[src/rtl/coll_dest_sequencer.sv]
// coll_dest_sequencer: replicates a collective flit into per-algorithm destination copies
// using a snapshot of a runtime-programmable communicator table.
module coll_dest_sequencer #(
  parameter int PayloadWidth = 32,
  parameter int CoordWidth = 3,
  parameter int RankWidth = 9,
  parameter int CtxEntries = 4,
  parameter int MaxFanout = 8,
  parameter logic [3*CoordWidth-1:0] MyAddr = '0,
  localparam int AddrW = 3*CoordWidth,
  localparam int FanW = $clog2(MaxFanout+1),
  localparam int FlitWidth = PayloadWidth+22+RankWidth+2*AddrW+1
) (
  input  logic                          clk,
  input  logic                          rst,
  input  logic [FlitWidth-1:0]          in_flit,
  input  logic                          in_valid,
  output logic                          in_ready,
  output logic [FlitWidth+FanW-1:0]     out_flit,
  output logic                          out_valid,
  input  logic                          out_ready,
  input  logic                          cfg_we,
  input  logic [$clog2(CtxEntries)-1:0] cfg_ctx,
  input  logic [$clog2(MaxFanout+3)-1:0] cfg_slot,
  input  logic [RankWidth+2*FanW:0]     cfg_wdata,
  output logic                          err_bad_ctx
);
  localparam int AL = PayloadWidth+4;
  localparam int TG = PayloadWidth+6;
  localparam int CX = PayloadWidth+14;
  localparam int RK = PayloadWidth+22;
  localparam int SR = RK+RankWidth;
  localparam int VB = SR+2*AddrW;
  localparam int CxW = $clog2(CtxEntries);
  localparam int SiW = $clog2(MaxFanout);
  localparam int KW = $clog2(MaxFanout+2);
  localparam int DW = RankWidth+1;
  localparam int LoW = SR+AddrW;
  typedef enum logic {IDLE, EMIT} state_t;
  logic                 r_ev   [CtxEntries];
  logic [RankWidth-1:0] r_lr   [CtxEntries];
  logic [FanW-1:0]      r_nc   [CtxEntries];
  logic [FanW-1:0]      r_lg   [CtxEntries];
  logic [AddrW-1:0]     r_par  [CtxEntries];
  logic [AddrW-1:0]     r_ring [CtxEntries];
  logic [AddrW-1:0]     r_slot [CtxEntries][MaxFanout];
  always_ff @(posedge clk)
    if (rst) begin
      for (int c = 0; c < CtxEntries; c++) begin
        r_ev[c] <= 1'b0;
        r_lr[c] <= '0;
        r_nc[c] <= '0;
        r_lg[c] <= '0;
        r_par[c] <= '0;
        r_ring[c] <= '0;
        for (int s = 0; s < MaxFanout; s++) r_slot[c][s] <= '0;
      end
    end else if (cfg_we) begin
      if (int'(cfg_slot) < MaxFanout) r_slot[cfg_ctx][cfg_slot[SiW-1:0]] <= cfg_wdata[AddrW-1:0];
      else if (int'(cfg_slot) == MaxFanout) r_par[cfg_ctx] <= cfg_wdata[AddrW-1:0];
      else if (int'(cfg_slot) == MaxFanout+1) r_ring[cfg_ctx] <= cfg_wdata[AddrW-1:0];
      else if (int'(cfg_slot) == MaxFanout+2) {r_ev[cfg_ctx], r_lg[cfg_ctx], r_nc[cfg_ctx], r_lr[cfg_ctx]} <= cfg_wdata;
    end
  logic [CxW-1:0]       w_ci;
  logic                 w_ok, w_local, w_ring, w_go, w_bad, w_last, w_use;
  logic [1:0]           w_alg;
  logic [7:0]           w_tag, w_tag_o;
  logic [RankWidth-1:0] w_rk, w_lr, w_rank_o;
  logic [DW-1:0]        w_d;
  logic [AddrW-1:0]     w_fix, w_dst;
  int                   w_nc, w_lg, w_bl, w_base, w_cnt, w_n;
  assign w_ci = in_flit[CX +: CxW];
  assign w_ok = int'(in_flit[CX +: 8]) < CtxEntries && r_ev[w_ci];
  assign w_local = in_flit[SR +: AddrW] == MyAddr;
  assign w_alg = in_flit[AL +: 2];
  assign w_tag = in_flit[TG +: 8];
  assign w_rk = in_flit[RK +: RankWidth];
  assign w_lr = r_lr[w_ci];
  assign w_rank_o = w_local ? w_lr : w_rk;
  assign w_ring = w_alg == 2'd2 && w_tag != 8'd0;
  assign w_tag_o = w_ring ? w_tag - 8'd1 : w_tag;
  assign w_fix = (w_alg == 2'd0 && w_lr != '0) ? r_par[w_ci] : w_ring ? r_ring[w_ci] : MyAddr;
  // copies are: optional leading MyAddr copy (pre), cnt slot copies from base, then r_fix
  always_comb begin
    w_nc = int'(r_nc[w_ci]) > MaxFanout ? MaxFanout : int'(r_nc[w_ci]);
    w_lg = int'(r_lg[w_ci]) > MaxFanout ? MaxFanout : int'(r_lg[w_ci]);
    w_d = w_rk >= w_lr ? {1'b0, w_rk} - {1'b0, w_lr} : {1'b0, w_lr} - {1'b0, w_rk};
    w_bl = 0;
    for (int i = 0; i < DW; i++) w_bl = w_d[i] ? i + 1 : w_bl;
    w_base = (w_alg == 2'd3 && !w_local) ? (w_bl < w_lg ? w_bl : w_lg) : 0;
    w_cnt = w_alg == 2'd1 ? w_nc : w_alg == 2'd3 ? w_lg - w_base : 0;
    w_n = w_alg == 2'd1 ? (w_local ? (w_nc > 0 ? w_nc : 1) : w_nc + 1) :
          w_alg == 2'd3 ? (w_local ? (w_cnt > 0 ? w_cnt : 1) : w_cnt + 1) : 1;
  end
  state_t           r_state, w_nstate;
  logic [KW-1:0]    r_k, w_nk, r_n, r_base, r_cnt, w_j, w_si;
  logic             r_pre, r_err;
  logic [AddrW-1:0] r_fix;
  logic [FanW-1:0]  r_ch;
  logic [LoW-1:0]   r_lo;
  logic [AddrW-1:0] r_wslot [MaxFanout];
  assign w_last = r_state == EMIT && r_k == r_n - 1'b1;
  assign in_ready = !rst && (r_state == IDLE || (out_ready && w_last));
  assign w_go = in_valid && in_ready && in_flit[VB] && w_ok;
  assign w_bad = in_valid && in_ready && in_flit[VB] && !w_ok;
  always_comb begin
    w_nstate = r_state;
    w_nk = r_k;
    if (w_go) begin
      w_nstate = EMIT;
      w_nk = '0;
    end else if (r_state == EMIT && out_ready) begin
      w_nstate = w_last ? IDLE : EMIT;
      w_nk = w_last ? '0 : r_k + 1'b1;
    end
  end
  always_ff @(posedge clk) begin
    r_state <= rst ? IDLE : w_nstate;
    r_k <= rst ? '0 : w_nk;
    r_err <= !rst && w_bad;
  end
  always_ff @(posedge clk)
    if (w_go) begin
      r_n <= KW'(w_n);
      r_pre <= w_alg == 2'd1 && !w_local;
      r_base <= KW'(w_base);
      r_cnt <= KW'(w_cnt);
      r_fix <= w_fix;
      r_ch <= FanW'(w_nc);
      r_lo <= {in_flit[SR +: AddrW], w_rank_o, in_flit[CX +: 8], w_tag_o, in_flit[TG-1:0]};
      r_wslot <= r_slot[w_ci];
    end
  assign w_j = r_k - KW'(r_pre);
  assign w_use = r_k >= KW'(r_pre) && w_j < r_cnt;
  assign w_si = r_base + w_j;
  assign w_dst = w_use ? r_wslot[w_si[SiW-1:0]] : r_fix;
  assign out_valid = r_state == EMIT;
  assign out_flit = out_valid ? {r_ch, 1'b1, w_dst, r_lo} : '0;
  assign err_bad_ctx = r_err;
endmodule

[config.mk]
export PLATFORM = sky130hd
export DESIGN_NAME = coll_dest_sequencer
export DESIGN_NICKNAME = d
export VERILOG_FILES = /design/src/rtl/coll_dest_sequencer.sv
export SDC_FILE = /design/constraint.sdc
export NUM_CORES = 1
export LEC_CHECK = 0
export BUFFER_PORTS_ARGS = -buffer_cell sky130_fd_sc_hd__buf_2
export CORE_ASPECT_RATIO = 1.4
export CORE_MARGIN = 4
export CORE_UTILIZATION = 30
export DETAILED_ROUTE_END_ITERATION = 8
export MAX_ROUTING_LAYER = met4
export SYNTH_ARGS = -nofsm -noshare
export SYNTH_HDL_FRONTEND = slang
export SYNTH_SLANG_ARGS = --single-unit
[constraint.sdc]
create_clock -name clk -period 24.9 [get_ports clk]
set_input_delay 1.245 -clock clk [delete_from_list [all_inputs] [get_ports clk]]
set_output_delay 1.245 -clock clk [all_outputs]
set_load 0.01 [all_outputs]
* Yosys cells after proc, flatten, opt, wreduce, memory -nomap -nowiden
Memories as Yosys holds them, arrays and structs flattened. A register that Yosys moved wholly into a read port is not among the register bits.
Index checks and enable logic that the tools add are counted.
** Word-level totals
- Memories kept :: 3
- Memory bits (writable) :: 360
- Input port bits :: 111
- Logic and storage cells :: 187
- Register bits after elaboration :: 175
- Output and inout port bits :: 89
** Memories
- r_slot :: words 4, width 72, rd ports 1, clocked after Yosys merged registers in 1, wr ports 4, RTL line 46 : logic [AddrW-1:0] r_slot [CtxEntries][MaxFanout];
- r_par :: words 4, width 9, rd ports 1, clocked after Yosys merged registers in 0, wr ports 4, RTL line 44 : logic [AddrW-1:0] r_par [CtxEntries];
- r_ring :: words 4, width 9, rd ports 1, clocked after Yosys merged registers in 0, wr ports 4, RTL line 45 : logic [AddrW-1:0] r_ring [CtxEntries];
** Cells by class
- Bitwise operators :: 8
- Reductions and logical operators :: 31
- Equality and inequality tests :: 7
- Add/subtract/negate cells :: 10
- Mux-type cells :: 86
- $lt $le $gt $ge :: 16
** Operators with widths (count)
- 72-bit 2-to-1 mux :: 3
- 9-bit 2-to-1 mux :: 12
- 86-bit 2-to-1 mux :: 1
- 4-bit 2-to-1 mux :: 19
- 72-bit OR reduction :: 1
- 32-bit 2-to-1 mux :: 2
- 36-bit bitwise mux :: 1
- 16-bit bitwise mux :: 2
- 32-bit by 1-bit greater-than comparator with 1-bit output (second input constant) :: 1
- 9-bit binary-select mux with 3-bit select :: 1
- 9-bit demux with 3-bit select :: 1
- 1-bit 2-to-1 mux :: 25
- 9-bit by 9-bit subtractor with 10-bit output :: 2
- 9-bit binary-select mux with 2-bit select :: 1
- 9-bit demux with 2-bit select :: 1
- 9-bit OR reduction :: 2
- 1-bit logical AND :: 17
- 4-bit binary-select mux with 2-bit select :: 2
- 4-bit equality test (second input constant) :: 3
- 3-bit 2-to-1 mux :: 4
- 10-bit 2-to-1 mux :: 1
- 2-bit 2-to-1 mux :: 5
- 9-bit >= comparator :: 1
- 9-bit logical NOT :: 1
- other kinds (36) :: 49

* Longest topological paths before layout
Gate-level depths: netlist of the first run.
- Depth after elaboration :: 27
- Gate-level depth with buffers :: 31

* Worst setup path after synthesis of the first run
No wires, ideal clock.
- Path kind :: in2reg
- Start :: in in_flit[47]
- End :: reg r_k[0]
- Path buffers :: 2
- Cell stages on the path :: 7
- Setup slack :: 14.292 ns
- Data arrival time :: 10.483 ns
- Path through :: clkbuf_1 -> clkbuf_1 -> mux4_2 -> nand3_1 -> nor2b_1 -> or3_1 -> nor2_1
** Between the ends
- Word-level cells in the longest chain between the ends :: 7
- Elaborated cells on any way between the ends :: 8
- Classes of those cells :: order compare: 1; mux: 3; bitwise: 1; reduce/logical: 3
** RTL lines
- start, declared :: RTL line 16 : input logic [FlitWidth-1:0] in_flit,
- branches (longest 4 deep; another with 8-bit by 3-bit < comparator with 1-bit output)
- 1-bit logical AND (*) :: RTL line 73 : assign w_ok = int'(in_flit[CX +: 8]) < CtxEntries && r_ev[w_ci];
- 1-bit logical AND (*) :: RTL line 104 : assign w_go = in_valid && in_ready && in_flit[VB] && w_ok;
- via w_go :: RTL line 65 : logic w_ok, w_local, w_ring, w_go, w_bad, w_last, w_use;
- 2-bit OR reduction (no source line) (*)
- end signal, assigned :: RTL line 119 : r_k <= rst ? '0 : w_nk;
- end, declared :: RTL line 96 : logic [KW-1:0] r_k, w_nk, r_n, r_base, r_cnt, w_j, w_si;
Mark *: on every way through the listed nets, which the timed path passes. The select of a mux whose other input is x is not followed.
A chain may end at the register's enable or synchronous reset.

==> run metrics, run 1 <==
Rel. slew slack 24.19%; WL final 69,630 um; RSZ-0062 raised after global routing false; Final period util 35.43%; syn nets around 2,200; drt via density 4.807; clk root buf clkbuf_16; nets 2,363; clk_skew 0.04046 ns; final-report hold violation count 0; DRC viols 0; startpoint types input pin; Yosys cell types 72; run status finished, final reports clean; Place WS 15.44 ns; syn avg cell area 13.47 sq um; Setup crit end kind flop; clk slew on worst S/H paths around 0.060 ns; Filler Cell Count 8,815; hpwl dp around 47,000 um; setup TNS 0 ns; Final Max Tran Viols 0; CTS Buf Count 55; drt pass-1 iters 8; H-Tree Depth 2; XOR/XNOR Fraction of Synth Area 0.9443%; vias in the first global route 17,330; Std-Cell Rows 131; initial antenna violation count 15; die width between 200 and 300 um; critical path's top delay family compound AO/OA/AOI/OAI gates; Die ar. a little under 100,000 sq um; Final Setup Violations 0; CTS max path bufs 3; Post-Synthesis Cells 2,065; post-synthesis compound-gate area fraction 4.739%; EDFF count, synth about 530; Initial DRC Count 1,192; All-Layer GR Usage 14.21%; Buffers on Ports 190; mux contribution to synthesized area 11.12%; VDD IR max 0.00005494 V; hold_ws 0.4526 ns; first-pass GRT wire length 103,900 um; worst path bufs/invs 2; CP required roughly 25 ns; Starting Density a little under a third; fin worst setup slack roughly 16 ns; crit-path max FO 63; CTS tree built; worst stage delay on the critical path around 0.85 ns; Routed WL per cell 20.09 um; critical path class in -> reg; clk sinks between 600 and 700; die height 368.4 um; Post-CTS Setup Repair Bufs 0; CP arrival 9.17 ns; worst min-delay path class reg -> reg; Main synth FF type edfxtp_1; largest net degree at the start of global routing 82; Slowest cell on crit path buf_4; max-cap violations 0; synth warn 0; mapped cell area 27,830 sq um; achievable frequency 113.4 MHz; core area 91,620 sq um; main combinational cell family by area after synthesis simple AND/OR/NAND/NOR gates; Layout area overhead 14.21%; Post-Synth Simple-Gate Area 15.56%; grt ovf 0; share of cells above drive strength 1 21.33%; io pins 200; post-synthesis adder-cell area fraction 2.041%; LEAKAGE 11.35 nW; Antenna Violating Nets Remaining 0; DR vias 16,660; register area share after synthesis between 60% and 70%; Tmin final 8.821 ns; worst-margin pin slew 1.136 ns; routability cong. 0.8342; Synth async-reset ratio 0%; latest clock arrival within the worst-skew pair 0.65 ns; # hold bufs at CTS 0; post-cts resize count 0; Seq cells post-synth just over 600; PwrDens 66.81 nW/um^2
-- power breakdown --
| part | switching [mW] | internal, mW | leakage, nW |
|---|---|---|---|
| sequential | 0.00838 | 1.14 | 5.57 |
| combinational | 0.0792 | 0.0515 | 4.91 |
| clock | 0.382 | 0.466 | 0.878 |
| total | 0.469 | 1.65 | 11.4 |
-- state kept, by name (all words and copies together), names as in the netlist --
register     cells
r_n              4
r_ring          36
r_lr            36
r_wslot         72
r_ch             4
r_lo            72
out_valid        1
r_pre            1
r_base           3
r_nc            16
r_lg            16
r_cnt            4
r_par           36
r_k              4
r_ev             4
r_fix            9
r_slot         288
err_bad_ctx      1
-- through the flow --
step | total power, mW | util, % | area, sq um | instances
after floorplan | 1.252 | - | 27830 | 2065
after global placement | 1.296 | 32.69 | 29950 | 3349
after detailed placement | 1.300 | 32.69 | 29950 | 3349
after CTS | 2.147 | 34.65 | 31750 | 3452
after global routing | 2.199 | 34.68 | 31780 | 3465
final | 2.123 | 34.69 | 31780 | 3466
-- path summary, 6_finish.rpt --
path              endpoint        start  cells past startpoint  slack, ns
setup / recovery    r_n[0]  in_flit[47]                     27      16.08
hold / removal     r_nc[0]      r_nc[0]                      2       0.45
setup reg to reg    r_n[0]      r_lr[8]                     25      17.84
hold reg to reg    r_nc[0]      r_nc[0]                      2       0.45
-- cell families (layout without fill, tap and decap cells) --
| group | count (synthesis) | after routing |
|---|---|---|
| buf+inv | 202 | 392 |
| mux | 150 | 150 |
| xor+xnor | 30 | 30 |
| simple gates | 829 | 829 |
| compound gates | 204 | 204 |
| fa+ha+maj | 43 | 43 |
| flops | 607 | 607 |
| other cells | 0 | 14 |
-- per-layer routing --
metal | up-vias | GRT usage [%] | wire length [um]
met3 | 103 | 2.814 | 4359
met5 | - | - | 0
li1 | 7717 | - | -
met4 | 0 | 4.269 | 1852
met2 | 478 | 25.90 | 37140
met1 | 8362 | 15.64 | 26290
-- final cells by class --
cell class / instances / area (sq um) / share of cell area, %
diodes: 14 / 35.03 / 0.1102
clock buffers: 76 / 1534 / 4.827
clock inverters: 27 / 259.0 / 0.8150
inverters: 77 / 289.0 / 0.9094
multi-input cells: 1256 / 9590 / 30.18
flip-flops and latches: 607 / 17450 / 54.90
well taps: 1197 / 1498 / 4.713
repair buffers: 212 / 1127 / 3.547
-- synthesized netlist by cell type, drive strengths merged, types with 20 or more instances --
cell | count | area share (%)
inv | 74 | 1.0
mux2i | 20 | 0.72
a21oi | 106 | 2.0
and2 | 367 | 8.3
xnor2 | 21 | 0.66
clkbuf | 102 | 1.4
ha | 39 | 1.8
mux4 | 126 | 10
dfxtp | 78 | 5.6
nor2 | 120 | 1.6
o21ai | 25 | 0.46
buf | 23 | 0.48
nand2 | 222 | 3.0
edfxtp | 529 | 57
or2 | 35 | 0.79
-- worst min-delay path, delay by kind of cell, from the launching register on --
kind | cells | cell delay, ns
DFF | 1 | 0.31
AOI/OAI and AO/OA | 1 | 0.05
and+or+nand+nor | 1 | 0.05
-- layout by cell type (no fill, tap or decap), drive strengths merged, types with 9 or more instances in the layout --
master   instances
clkinv          23
clkbuf          76
a311oi           9
mux4           126
edfxtp         529
inv             76
buf            212
ha              39
nand2b          15
nor3            15
nand3           16
dfxtp           78
nand2          222
a21oi          106
xnor2           21
o2bb2ai          9
or2             35
diode           14
and2           367
mux2i           20
o21ai           25
nor2           120
xor2             9
nor2b           14
(Power assumes the default switching activity.)
==> inputs of run 2 (changes only) <==
--- a/config.mk
+++ b/config.mk
@@ -5,6 +5,7 @@
 export SDC_FILE = /design/constraint.sdc
 export NUM_CORES = 1
 export LEC_CHECK = 0
+export ABC_AREA = 1
 export BUFFER_PORTS_ARGS = -buffer_cell sky130_fd_sc_hd__buf_2
 export CORE_ASPECT_RATIO = 1.4
 export CORE_MARGIN = 4
==> constraint.sdc (replaced) <==
create_clock -name clk -period 7.06 [get_ports clk]
set_input_delay 0.353 -clock clk [delete_from_list [all_inputs] [get_ports clk]]
set_output_delay 0.353 -clock clk [all_outputs]
set_load 0.01 [all_outputs]
==> run 2 against run 1 <==
Synthesized area fell by 1.1%. Clock skew fell by 0.011 ns. Worst setup slack got worse by 15 ns. Sequential share of layout area fell by 0.38 points. Final cell count rose by 21%. Hold slack got worse by 0.41 ns. Clock power rose to 3.7 times the previous value. Die area fell by 1.1%. Largest cell class unchanged. Highest routed layer unchanged.
==> run metrics, run 2 <==
largest net degree at the start of global routing 195 (+140%); Final Max Tran Viols 0 (unchanged); most frequent cells in the layout nor2_1, edfxtp_1, nand2_1; worst-margin pin slew 1.065 ns (-0.07113 ns); Seq cells post-synth 607 (unchanged); setup TNS 0 ns (unchanged); R2R Setup Slk 1.07 ns (-16.77 ns); RSZ-0062 raised after global routing false; DR vias 20,070 (+20%); synth warn 0 (unchanged); DRC viols 0 (unchanged); drt via density 4.788 (-0.39%); routability cong. 0.8676 (+4.0%); H-Tree Depth 2 (unchanged); share of cells above drive strength 1 11.71% (-9.6 points); clk root buf clkbuf_16; Reg2Reg Depth 35 (+40%); first-pass GRT wire length 113,600 um (+9.4%); CP arrival 6.34 ns (-2.83 ns); drt pass-1 iters 8 (unchanged); register area share after synthesis 63.41% (+0.71 points); grt ovf 0 (unchanged); EDFF count, synth 529 (unchanged); Buffers on Ports 190 (unchanged); initial antenna violation count 6 (-9); syn avg cell area 9.925 sq um (-26%); Antenna Violating Nets Remaining 0 (unchanged); CTS Buf Count 56 (+1.8%); All-Layer GR Usage 15.17% (+0.96 points); Yosys cell types 50 (-31%); largest cells by area after synthesis edfxtp_1, nor2_1, dfxtp_1; clk slew on worst S/H paths 0.06 ns (about the same); Rel. slew slack 28.54% (+4.4 points); io pins 200 (unchanged); Tmin final 5.985 ns; critical path class reg -> reg; worst min-delay path class in -> reg; nets 3,097 (+31%); crit-path max FO 12 (-81%); PwrDens 243.1 nW/um^2 (+260%); most used cell, CP nand2_1; Main synth FF type edfxtp_1; VDD IR max 0.0002035 V (+270%); post-place instance area 29,580 sq um (-1.2%); CP required 7.41 ns (-17.84 ns); Slowest cell on crit path fa_1; Post-CTS Setup Repair Bufs 0 (unchanged); final-report hold violation count 0 (unchanged); Top reg by flops r_slot; Die ar. 96,690 sq um (-1.1%); syn nets 2,926 (+32%); Routed WL per cell 17.76 um (-12%); Final Setup Violations 0 (unchanged); CTS tree built; post-synth top area share 57.74% (+0.65 points); # hold bufs at CTS 52 (+52); Final period util ~85%; Std-Cell Rows 131 (unchanged); latest clock arrival within the worst-skew pair 0.63 ns (-0.02 ns); hpwl dp 49,310 um (+4.8%); most frequent cells after synthesis nor2_1, edfxtp_1, nand2_1, o21ai_0, inv_1; fin worst setup slack 1.075 ns (-15.00 ns); Layout area overhead 16.33%; Synth async-reset ratio 0% (unchanged); clk_skew 0.02909 ns (-0.01136 ns); clk sinks 607 (unchanged); Initial DRC Count 1,712 (+44%); fin area 32,000 sq um (+0.70%); mapped cell area 27,510 sq um (-1.1%); achievable frequency 167.1 MHz; core area 91,130 sq um (-0.54%); WL final 74,470 um (+6.9%); Place WS 0.6260 ns (-14.81 ns); run status finished, final reports clean; area leader, netlist edfxtp_1; Worst Hold Depth 1 (-1); Power Total 7.780 mW (+270%); LEAKAGE 12.38 nW (+9.1%); post-cts resize count 0 (unchanged); die width 263.9 um (-0.55%); CTS max path bufs 3 (unchanged); Post-Synthesis Cells 2,772 (+34%); max-cap violations 0 (unchanged); Setup crit end kind flop; vias in the first global route 19,650 (+13%); startpoint types flop; most frequent cell after synthesis nor2_1; worst stage delay on the critical path 0.46 ns (-0.39 ns); die height 366.3 um (-0.55%); Regs by FF count r_slot (288), r_lo (72), r_wslot (72); Starting Density 30.19% (-0.18 points); commonest non-fill, non-tap cell in the layout nor2_1; max reg flops 288 (unchanged)
## run 2: changes by cell type after synthesis, sizes merged, moves of 85 or more
| cell | previous run | this run |
|---|---|---|
| and2 | 367 | 1 |
| o21ai | 25 | 290 |
| nand2 | 222 | 381 |
| nor2 | 120 | 591 |
| inv | 74 | 292 |
| o22ai | 1 | 86 |
| mux4 | 126 | 0 |
## run 2: final timing paths
path | start | endpoint
worst max register to register | r_lr[28] | r_n[0]
worst min-delay path | in_flit[37] | r_lo[37]
worst min register to register | r_lg[12] | r_lg[12]
worst max-delay path | r_lr[28] | r_n[0]
## run 2: report_power, final
group	switching, mW	internal, mW
clock	1.35	1.77
combinational	0.429	0.187
sequential	0.0307	4.01
## run 2: routing by layer
layer | track usage, % | up-vias | part of all wire (%)
met2 | 28.04 | 582 | 53
met1 | 16.19 | 9628 | 38
li1 | - | 9710 | -
met3 | 1.854 | 151 | 4.9
met4 | 6.708 | 0 | 4.3
met5 | - | - | 0
## run 2: final cells by class
class | count | area, sq um
Timing Repair Buffer | 275 | 1750
Clock buffer | 76 | 1592
Multi-Input combinational cell | 1701 | 8265
Fill cell | 9074 | 59130
Sequential cell | 607 | 17450
Inverter | 302 | 1141
Tap cell | 1197 | 1498
Clock inverter | 27 | 290.3
Antenna cell | 7 | 17.52
## run 2: logic make-up after synthesis
logic type / synth area share [%]
xor+xnor: 0.9232
fa+ha+maj: 2.065
flops: 63.41
buf+inv: 6.571
compound gates: 12.29
simple gates: 14.74
## run 2: stage by stage
step           utilization [%]  hold slack (ns)  instances
2_1_floorplan                -           0.4205       2772
3_3_place_gp             32.46           0.4293       4030
3_5_place_dp             32.46           0.4342       4030
4_1_cts                  35.10         0.005721       4185
5_1_grt                  35.11         0.009712       4189
6_report                 35.12          0.03957       4192
## run 2: worst max-delay path: cells and delay by family (launching register included)
family / cells / cell delay (ns)
AO/OA/AOI/OAI: 7 / 1.30
flip-flops: 1 / 0.30
AND/OR/NAND/NOR: 17 / 2.03
buffers and inverters: 6 / 0.56
adder cells (fa/ha/maj): 5 / 1.55
